## src/rtl/bkm_pkg.sv

```systemverilog
// Shared definitions for the BKM step sequencing logic: FSM encoding, mode
// encoding, default iteration/latency settings and a width helper.
package bkm_pkg;

  typedef enum logic [2:0] {
    ST_IDLE  = 3'd0,
    ST_LOAD  = 3'd1,
    ST_ISSUE = 3'd2,
    ST_WAIT  = 3'd3,
    ST_DONE  = 3'd4
  } bkm_state_e;

  localparam logic MODE_E = 1'b0;
  localparam logic MODE_L = 1'b1;

  localparam int BKM_N_STEPS  = 32;
  localparam int BKM_STEP_LAT = 1;

  // Smallest r with 2**r >= v (returns 0 for v <= 1).
  function automatic int bkm_clog2(input int v);
    int r;
    r = 0;
    while ((1 << r) < v) r = r + 1;
    return r;
  endfunction

endpackage

```

## src/rtl/bkm_step_wait_cnt.sv

```systemverilog
// Loadable down-counter used to space out datapath steps; saturates at zero
// and exposes the live count plus a zero flag.
module bkm_step_wait_cnt
  import bkm_pkg::*;
#(
  parameter int W = 1
) (
  input  logic         clk,
  input  logic         srst,
  input  logic         en,
  input  logic         load,
  input  logic [W-1:0] load_val,
  input  logic         dec,
  output logic [W-1:0] cnt,
  output logic         zero
);

  always_ff @(posedge clk) begin
    if (!srst) begin
      cnt <= '0;
    end else if (en) begin
      if (load) begin
        cnt <= load_val;
      end else if (dec && (cnt != '0)) begin
        cnt <= cnt - W'(1);
      end
    end
  end

  assign zero = (cnt == '0);

endmodule

```

## src/rtl/bkm_step_sequencer.sv

```systemverilog
// Sequences one shared bkm_step datapath through N_STEPS iterations of a BKM
// evaluation and hands the finished result downstream via valid/ready.
module bkm_step_sequencer
  import bkm_pkg::*;
#(
  parameter int N_STEPS  = BKM_N_STEPS,
  parameter int STEP_LAT = BKM_STEP_LAT,
  parameter int N_W      = 6
) (
  input  logic           clk,
  input  logic           srst,
  input  logic           enable,
  input  logic           start,
  input  logic           mode_in,
  input  logic           abort,
  output logic           busy,
  output logic           step_load,
  output logic           step_en,
  output logic [N_W-1:0] step_n,
  output logic           step_mode,
  output logic           out_valid,
  input  logic           out_ready
);

  localparam int CNT_W = (bkm_clog2(STEP_LAT + 1) < 1) ? 1 : bkm_clog2(STEP_LAT + 1);
  localparam logic [N_W-1:0]   LAST_N    = N_W'(N_STEPS - 1);
  localparam logic [CNT_W-1:0] WAIT_INIT = CNT_W'(STEP_LAT - 1);
  localparam logic [CNT_W-1:0] CNT_ONE   = CNT_W'(1);

  bkm_state_e       state, state_nxt;
  logic [N_W-1:0]   step_n_nxt;
  logic             mode_nxt;
  logic             cnt_load, cnt_dec;
  logic [CNT_W-1:0] wait_cnt;
  logic             wait_zero;
  logic             wait_last;
  logic             last_step;

  bkm_step_wait_cnt #(.W(CNT_W)) u_wait_cnt (
    .clk      (clk),
    .srst     (srst),
    .en       (enable),
    .load     (cnt_load),
    .load_val (WAIT_INIT),
    .dec      (cnt_dec),
    .cnt      (wait_cnt),
    .zero     (wait_zero)
  );

  // The count is sampled before its own decrement, so a value of one means
  // this WAIT cycle is the last one of the step.
  assign wait_last = wait_zero || (wait_cnt == CNT_ONE);
  assign last_step = (step_n == LAST_N);

  always_comb begin
    state_nxt  = state;
    step_n_nxt = step_n;
    mode_nxt   = step_mode;
    cnt_load   = 1'b0;
    cnt_dec    = 1'b0;
    case (state)
      ST_IDLE: begin
        if (start) begin
          state_nxt  = ST_LOAD;
          step_n_nxt = '0;
          mode_nxt   = mode_in;
        end
      end
      ST_LOAD: state_nxt = ST_ISSUE;
      ST_ISSUE: begin
        cnt_load = 1'b1;
        if (STEP_LAT > 1) begin
          state_nxt = ST_WAIT;
        end else if (last_step) begin
          state_nxt = ST_DONE;
        end else begin
          step_n_nxt = step_n + N_W'(1);
          state_nxt  = ST_ISSUE;
        end
      end
      ST_WAIT: begin
        cnt_dec = 1'b1;
        if (wait_last) begin
          if (last_step) begin
            state_nxt = ST_DONE;
          end else begin
            step_n_nxt = step_n + N_W'(1);
            state_nxt  = ST_ISSUE;
          end
        end
      end
      ST_DONE: begin
        if (out_ready) state_nxt = ST_IDLE;
      end
      default: state_nxt = ST_IDLE;
    endcase
    // Abort beats every other transition outside IDLE, including delivery.
    if (abort && (state != ST_IDLE)) begin
      state_nxt  = ST_IDLE;
      step_n_nxt = step_n;
    end
  end

  always_ff @(posedge clk) begin
    if (!srst) begin
      state     <= ST_IDLE;
      step_n    <= '0;
      step_mode <= MODE_E;
    end else if (enable) begin
      state     <= state_nxt;
      step_n    <= step_n_nxt;
      step_mode <= mode_nxt;
    end
  end

  assign busy      = (state != ST_IDLE);
  assign step_load = (state == ST_LOAD);
  assign step_en   = (state == ST_ISSUE);
  assign out_valid = (state == ST_DONE);

endmodule

```

## config.mk

```make
export PLATFORM = sky130hd
export DESIGN_NAME = bkm_step_sequencer
export DESIGN_NICKNAME = d
export VERILOG_FILES = /design/src/rtl/bkm_pkg.sv /design/src/rtl/bkm_step_wait_cnt.sv /design/src/rtl/bkm_step_sequencer.sv
export SDC_FILE = /design/constraint.sdc
export NUM_CORES = 1
export LEC_CHECK = 0
export CAP_MARGIN = 10
export CORE_MARGIN = 5
export CORE_UTILIZATION = 41
export CTS_CLUSTER_DIAMETER = 150
export DETAILED_ROUTE_END_ITERATION = 7
export GPL_TIMING_DRIVEN = 0
export HOLD_SLACK_MARGIN = 0.05
export PLACE_DENSITY = 0.72
export SLEW_MARGIN = 20
export SYNTH_ARGS = -nofsm -noshare
export SYNTH_HDL_FRONTEND = slang
export SYNTH_HIERARCHICAL = 1
export SYNTH_SLANG_ARGS = --single-unit
```

## constraint.sdc

```tcl
create_clock -name clk -period 1.35 [get_ports clk]
set_input_delay 0.27 -clock clk [delete_from_list [all_inputs] [get_ports clk]]
set_output_delay 0.27 -clock clk [all_outputs]
set_load 0.005 [all_outputs]
```

==> flow_metrics.py, run 1 <==
metrics = {
    "run_status": {
        "status": "complete, but fails checks",
        "failed_checks": "negative setup slack",
    },
    "finish": {
        "layout_common_cells": "nand2_1 (13), buf_4 (12), dlygate4sd2_1 (10)",
        "final_area_sq_um": 1060,
        "mostFrequentLayoutCell": "nand2_1",
        "nNetsFinal": 123,
        "drive_gt1_frac": 0.421,
        "seq_area_sq_um": 243,
        "n_antenna_cell": 0,
        "fin_util": 0.699,
        "fill_cells": 123,
        "syn2layout_area_growth_pct": 61.5,
        "multi_input_area_sq_um": 508,
    },
    "clocking": {
        "clkTransAtPathRegs_ns": 0.07,
        "cts_root_buf": "clkbuf_4",
        "hold_buffers": 0,
        "clockBufferDepth": 2,
        "cts_tree": "yes",
        "clk_latency_ns": 0.27,
        "h-tree-depth": 1,
        "cts-buffers-inserted": 3,
        "cts.sinks": 11,
    },
    "critical_path": {
        "worst-setup-path-type": "reg2reg",
        "arrival_ns": 1.61,
        "cp_slowest_cell": "or3_4",
        "cp-end-kind": "flip-flop",
        "cp-start-kind": "flip-flop",
        "required_ns": 1.50,
        "crit_chain": "or3_4 -> o32ai_4 -> a21boi_4 -> o22ai_1",
        "slowest_delay_ns": 0.42,
        "cp_max_fo": 7,
    },
    "place": {
        "dpl_cell_area_sq_um": 860,
        "routabilityCongestion": 0.899,
        "portBuffers": 17,
        "dp_hpwl_mm": 1.17,
    },
    "global_route": {
        "grt_pass1_wl_mm": 3.51,
        "grt_pass1_vias": 715,
        "grt_overflow_total": 0,
        "grt_usage": 0.177,
        "antenna_found_initial": 0,
        "grt_max_degree": 12,
    },
    "die": {
        "fp-row-count": 14,
        "io_pins": 18,
        "dieArea_sq_um": 2510,
        "start_util": 0.433,
        "die_y_um": 50.1,
        "die_x_um": 50.1,
        "coreArea_sq_um": 1520,
    },
    "timing": {
        "setup_viol": 12,
        "period_minus_slack_ns": 1.46,
        "max_freq_ghz": 0.686,
        "finClkSkew_ns": 0.00449,
        "period_share": 1.08,
        "finalMaxSlewViolations": 0,
        "hold_viol": 0,
        "fin_ws_ns": -0.107,
        "grt_setup_unrepaired": "yes",
    },
    "synth": {
        "ys_ff_latch": 11,
        "syn_avg_cell_area_sq_um": 8.14,
        "synth_adder_area_share": 0.0190,
        "synth_xor_area_frac": 0,
        "synthMuxAreaShare": 0.0304,
        "ys_types": 39,
        "synth_compound_area_frac": 0.245,
        "syn-cell-area_sq_um": 659,
        "yosys.area_share.simple": 0.336,
        "synth_top_family_by_area": "simple AND/OR/NAND/NOR gates",
        "yosysWarningCount": 6,
        "syn_nets": 89,
        "syn_inst": 81,
        "seq_area_frac_synth": 0.334,
    },
    "power": {
        "power.density_nw_per_um2": 636,
        "p_seq_frac": 0.483,
        "sw_frac_of_total": 0.261,
        "ir_drop_mv": 0.551,
        "power_mw": 0.677,
        "clkPwrFrac": 0.341,
        "p_leak_nw": 0.451,
        "p_sw_mw": 0.177,
        "combPwrFrac": 0.176,
        "p_int_mw": 0.500,
    },
    "drt": {
        "dr.first_iter.drc_count": 25,
        "drc": 0,
        "wl_per_cell_um": 15.9,
        "drt_pass1_iterations": 4,
        "drt_wl_total_mm": 2.07,
        "vias_per_cell": 5.84,
        "antenna_left": 0,
        "num_vias": 759,
    },
    "run": {
        "cap_violations": 0,
    },
    "hold_path": {
        "min_path_type": "reg2reg",
    },
}
-- metrics by stage --
stage / instances / worst slack, ns / setup TNS (ns) / hold slack (ns)
global route: 130 / -0.162 / -1.45 / 0.526
floorplan: 81 / -0.0110 / -0.0110 / 0.410
CTS: 129 / -0.102 / -0.621 / 0.478
detailed placement: 114 / -0.520 / -4.73 / 0.487
finish: 130 / -0.107 / -0.869 / 0.491
global placement: 114 / -0.502 / -4.56 / 0.477
-- power groups by stage --
stage	Sequential [mW]	Combinational, mW	Clock, mW
floorplan	0.339	0.0516	0
global placement	0.339	0.0945	0
detailed placement	0.340	0.0956	0
CTS	0.327	0.109	0.237
global route	0.328	0.128	0.249
finish	0.327	0.119	0.231
-- worst max-delay path: cells and delay by family, from the launching register on --
kind            cells  cell delay (ns)
compound gates      3             0.55
simple gates        1             0.42
flops               1             0.36
-- final timing paths --
kind,startpoint,endpoint,slack [ns],cells after the start
worst min-delay path,u_wait_cnt/cnt$_SDFFE_PN0P_,u_wait_cnt/cnt$_SDFFE_PN0P_,0.49,2
worst min register to register,u_wait_cnt/cnt$_SDFFE_PN0P_,u_wait_cnt/cnt$_SDFFE_PN0P_,0.49,2
worst max register to register,state[0]$_SDFFE_PN0P_,step_n[1]$_SDFFE_PN0P_,-0.11,4
worst max-delay path,state[0]$_SDFFE_PN0P_,step_n[1]$_SDFFE_PN0P_,-0.11,4
-- flip-flops by register name, summed over array words and instances (netlist names) --
register / flops
state: 3
step_n: 6
step_mode: 1
u_wait_cnt/cnt: 1
-- logic make-up after synthesis --
logic type / after synthesis
AOI/OAI and AO/OA: 21
adders and majority gates: 1
buffers and inverters: 5
DFF: 11
muxes: 2
other: 1
and+or+nand+nor: 40
-- metal layers --
metal	part of all wire	global-route usage	vias to the layer above
li1	-	-	365
met1	0.43	0.216	370
met2	0.52	0.305	19
met3	0.039	0.0301	5
met4	0.017	0.0655	0
met5	0	0	-
-- repair_timing --
| action | in CTS | in global routing |
|---|---|---|
| gates resized for setup | 53 | 8 |
| pin swaps | 7 | 5 |
| buffers inserted | 13 | 1 |
| setup endpoints to repair | 22 | 13 |
| gates cloned | 0 | 0 |
-- cell type report --
class | count | share of cell area
tap | 16 | 0.0188
clock buffer | 4 | 0.0247
sequential | 11 | 0.228
multi-input combinational | 65 | 0.477
timing repair buffer | 31 | 0.241
inverter | 3 | 0.0106
-- synth_stat cells --
| cell | count | area, sq um |
|---|---|---|
| nand2_1 | 14 | 52.6 |
| dfxtp_1 | 11 | 220 |
| a21oi_1 | 4 | 20.0 |
| nor2_1 | 4 | 15.0 |
| inv_1 | 3 | 11.3 |
| nand3_1 | 3 | 15.0 |
| nor3_1 | 3 | 15.0 |
| mux2i_1 | 2 | 20.0 |
| nand2b_1 | 2 | 12.5 |
| nand4_1 | 2 | 12.5 |
| nor3b_1 | 2 | 15.0 |
| o21ai_0 | 2 | 10.0 |
| o22ai_1 | 2 | 12.5 |
| o41ai_1 | 2 | 17.5 |
| a211oi_1 | 1 | 7.51 |
| a21boi_1 | 1 | 7.51 |
| a21o_1 | 1 | 7.51 |
| a22oi_1 | 1 | 7.51 |
| a2bb2oi_1 | 1 | 8.76 |
| a31oi_1 | 1 | 6.26 |
| and2_1 | 1 | 6.26 |
| and3_1 | 1 | 6.26 |
| and4b_1 | 1 | 10.0 |
| buf_2 | 1 | 5.00 |
| clkbuf_1 | 1 | 3.75 |
| conb_1 | 1 | 3.75 |
| ha_1 | 1 | 12.5 |
| nand2b_2 | 1 | 8.76 |
| nand3b_1 | 1 | 7.51 |
| nor2b_1 | 1 | 6.26 |
| nor3b_2 | 1 | 12.5 |
| o21a_1 | 1 | 7.51 |
| o21ai_1 | 1 | 5.00 |
| o31ai_1 | 1 | 7.51 |
| o32ai_1 | 1 | 8.76 |
| o32ai_4 | 1 | 27.5 |
| or2_1 | 1 | 6.26 |
| or3_4 | 1 | 11.3 |
| or3b_1 | 1 | 8.76 |
Power figures use the tool's default switching activity.
==> run 2, diff against run 1 <==
--- a/config.mk
+++ b/config.mk
@@ -5,15 +5,15 @@
 export SDC_FILE = /design/constraint.sdc
 export NUM_CORES = 1
 export LEC_CHECK = 0
+export ABC_AREA = 1
 export CAP_MARGIN = 10
 export CORE_MARGIN = 5
-export CORE_UTILIZATION = 41
+export CORE_UTILIZATION = 43
 export CTS_CLUSTER_DIAMETER = 150
 export DETAILED_ROUTE_END_ITERATION = 7
 export GPL_TIMING_DRIVEN = 0
 export HOLD_SLACK_MARGIN = 0.05
-export PLACE_DENSITY = 0.72
-export SLEW_MARGIN = 20
+export PLACE_DENSITY = 0.74
 export SYNTH_ARGS = -nofsm -noshare
 export SYNTH_HDL_FRONTEND = slang
 export SYNTH_HIERARCHICAL = 1
==> flow_metrics.py, run 2 <==
metrics = {
    "finish": {
        "fill_cells": 143,
        "seq_area_sq_um": 248,
        "mostFrequentLayoutCell": "nand2_1",
        "multi_input_area_sq_um": 563,
        "nNetsFinal": 158,
        "fin_util": 0.709,
        "n_antenna_cell": 0,
        "syn2layout_area_growth_pct": 61.4,
        "regMostFlops": "step_n",
        "reg.largest.list": "step_n (6), state (3)",
        "drive_gt1_frac": 0.477,
        "fin_cells": 166,
        "largest_register_ffs": 6,
        "layout_common_cells": "nand2_1 (17), buf_4 (13), nor2_1 (12)",
    },
    "drt": {
        "drc": 0,
        "antenna_left": 0,
        "num_vias": 881,
        "drt_pass1_iterations": 4,
        "drt_wl_total_mm": 2.22,
        "wl_per_cell_um": 13.4,
        "dr.first_iter.drc_count": 26,
        "vias_per_cell": 5.31,
    },
    "global_route": {
        "use_met3": 0.0372,
        "grt_max_degree": 9,
        "grt_overflow_total": 0,
        "grt_pass1_vias": 763,
        "use_met1": 0.214,
        "grt_pass1_wl_mm": 3.44,
        "grt.busiest_layer": "met2",
        "antenna_found_initial": 0,
        "grt_use_met2": 0.278,
        "grt_usage": 0.171,
    },
    "die": {
        "start_util": 0.439,
        "dieArea_sq_um": 2660,
        "die_y_um": 51.5,
        "coreArea_sq_um": 1690,
        "io_pins": 18,
        "fp-row-count": 15,
        "die_x_um": 51.5,
    },
    "clocking": {
        "cts_root_buf": "clkbuf_4",
        "clk_latency_ns": 0.27,
        "cts_tree": "yes",
        "cts-buffers-inserted": 3,
        "hold_buffers": 0,
        "clockBufferDepth": 2,
        "h-tree-depth": 1,
        "clkTransAtPathRegs_ns": 0.08,
        "cts.sinks": 11,
    },
    "timing": {
        "finClkSkew_ns": 0.00111,
        "period_minus_slack_ns": 1.46,
        "finalMaxSlewViolations": 0,
        "finalHoldWorstSlack_ns": 0.454,
        "hold_viol": 0,
        "period_share": 1.08,
        "setup_viol": 6,
        "fin_ws_ns": -0.113,
        "grt_setup_unrepaired": "yes",
        "max_freq_ghz": 0.684,
    },
    "critical_path": {
        "cp_common_cell": "nor2_4",
        "worst-setup-path-type": "reg2out",
        "cp-end-kind": "output pin",
        "cp_max_fo": 4,
        "cp-start-kind": "flip-flop",
        "crit_chain": "buf_6 -> nor2_4 -> inv_4 -> nor2_4 -> buf_2",
        "arrival_ns": 1.19,
        "cp_slowest_cell": "dfxtp_4",
        "required_ns": 1.08,
        "slowest_delay_ns": 0.35,
    },
    "synth": {
        "seq_area_frac_synth": 0.297,
        "yosysWarningCount": 6,
        "syn_inst": 112,
        "yosysMostFrequentCell": "nand2_1",
        "synth.largest_area_cell": "dfxtp_1",
        "yosys_most_used_dff": "dfxtp_1",
        "synth_edf_count": 0,
        "yosysTopAreaCellShare": 0.297,
        "synth_commonest_cells": "nand2_1 (22), nor2_1 (16), dfxtp_1 (11), inv_1 (11), nand3_1 (11)",
        "ys_async_sr_fraction": 0,
        "synth_area_leaders": "dfxtp_1 (30%), nand2_1 (11%), nor2_1 (8.1%), nand3_1 (7.4%), nand2_2 (6.7%)",
        "ys_ff_latch": 11,
        "ys_types": 22,
        "syn_avg_cell_area_sq_um": 6.62,
        "syn_nets": 120,
        "syn-cell-area_sq_um": 742,
    },
    "power": {
        "power_mw": 0.861,
        "power.density_nw_per_um2": 719,
        "ir_drop_mv": 0.633,
        "p_leak_nw": 0.550,
    },
    "run_status": {
        "status": "complete, but fails checks",
        "failed_checks": "negative setup slack",
    },
    "run": {
        "cap_violations": 0,
    },
    "place": {
        "dp_slack_ns": -0.417,
        "dp_hpwl_mm": 1.27,
        "dp_cells": 146,
        "portBuffers": 17,
        "routabilityCongestion": 0.843,
    },
    "hold_path": {
        "min_path_type": "reg2reg",
    },
}
## run 2: changes by cell type after synthesis, moves of 3 or more
cell	delta
nand2_2	+8
nand2_1	+8
a21oi_1	+5
nand3_1	+8
nand2_4	+3
nor2_1	+12
inv_1	+8
inv_2	+4
## run 2: report_power, final
part | total, mW | leakage, nW | internal [mW] | switching, mW
sequential | 0.349 | 0.0953 | 0.331 | 0.0180
clock | 0.239 | 0.0150 | 0.114 | 0.125
combinational | 0.273 | 0.440 | 0.127 | 0.146
total | 0.861 | 0.550 | 0.572 | 0.289
## run 2: area by class of cell
cell class | count | area share
Timing Repair Buffer | 33 | 0.228
Tap cell | 17 | 0.0178
Multi-Input combinational cell | 86 | 0.470
Inverter | 15 | 0.0554
Sequential cell | 11 | 0.207
Clock buffer | 4 | 0.0219
## run 2: kinds of logic (layout without fill, tap and decap cells)
logic type	after synthesis	in the layout	share of synthesized area
other	1	1	0.00505
adder cells (fa/ha/maj)	1	1	0.0169
AND/OR/NAND/NOR	70	70	0.501
flip-flops	11	11	0.297
buffers and inverters	15	52	0.0759
AO/OA/AOI/OAI	13	13	0.0927
XOR/XNOR	1	1	0.0118
## run 2: critical path: cells and delay by family, from the launching register on
kind	cells	cell delay (ns)
and+or+nand+nor	2	0.26
buffers and inverters	3	0.31
DFF	1	0.35
## run 2: per-stage QoR
step           setup TNS, ns  area [sq um]
2_1_floorplan              0           742
3_3_place_gp           -1.58           933
3_5_place_dp           -1.82           933
4_1_cts               -0.208          1070
5_1_grt               -0.761          1200
6_report              -0.215          1200
## run 2: timing repair
item	4_1_cts	5_1_grt
pin swaps	12	7
gates resized for setup	42	26
buffers inserted	8	8
setup endpoints to repair	18	13
## run 2: worst paths after layout
| check | start | end | slack [ns] | depth (start not counted) |
|---|---|---|---|---|
| worst max register to register | state[2]$_SDFFE_PN0P_ | step_n[3]$_SDFFE_PN0P_ | -0.04 | 8 |
| worst min register to register | step_mode$_SDFFE_PN0P_ | step_mode$_SDFFE_PN0P_ | 0.45 | 2 |
| worst min-delay path | step_mode$_SDFFE_PN0P_ | step_mode$_SDFFE_PN0P_ | 0.45 | 2 |
| worst max-delay path | state[2]$_SDFFE_PN0P_ | step_en | -0.11 | 5 |
## run 2: routing by layer
layer	wire [um]	up-vias	share of wire
met1	896	399	0.40
met2	1130	35	0.51
met3	130	10	0.059
met5	0	-	0
li1	-	437	-
met4	64	0	0.029
==> run 3, diff against run 2 <==
--- a/config.mk
+++ b/config.mk
@@ -14,6 +14,7 @@
 export GPL_TIMING_DRIVEN = 0
 export HOLD_SLACK_MARGIN = 0.05
 export PLACE_DENSITY = 0.74
+export SLEW_MARGIN = 20
 export SYNTH_ARGS = -nofsm -noshare
 export SYNTH_HDL_FRONTEND = slang
 export SYNTH_HIERARCHICAL = 1
==> results of run 3 <==
The final DEF is identical to that of run 2; final timing and power are the same.
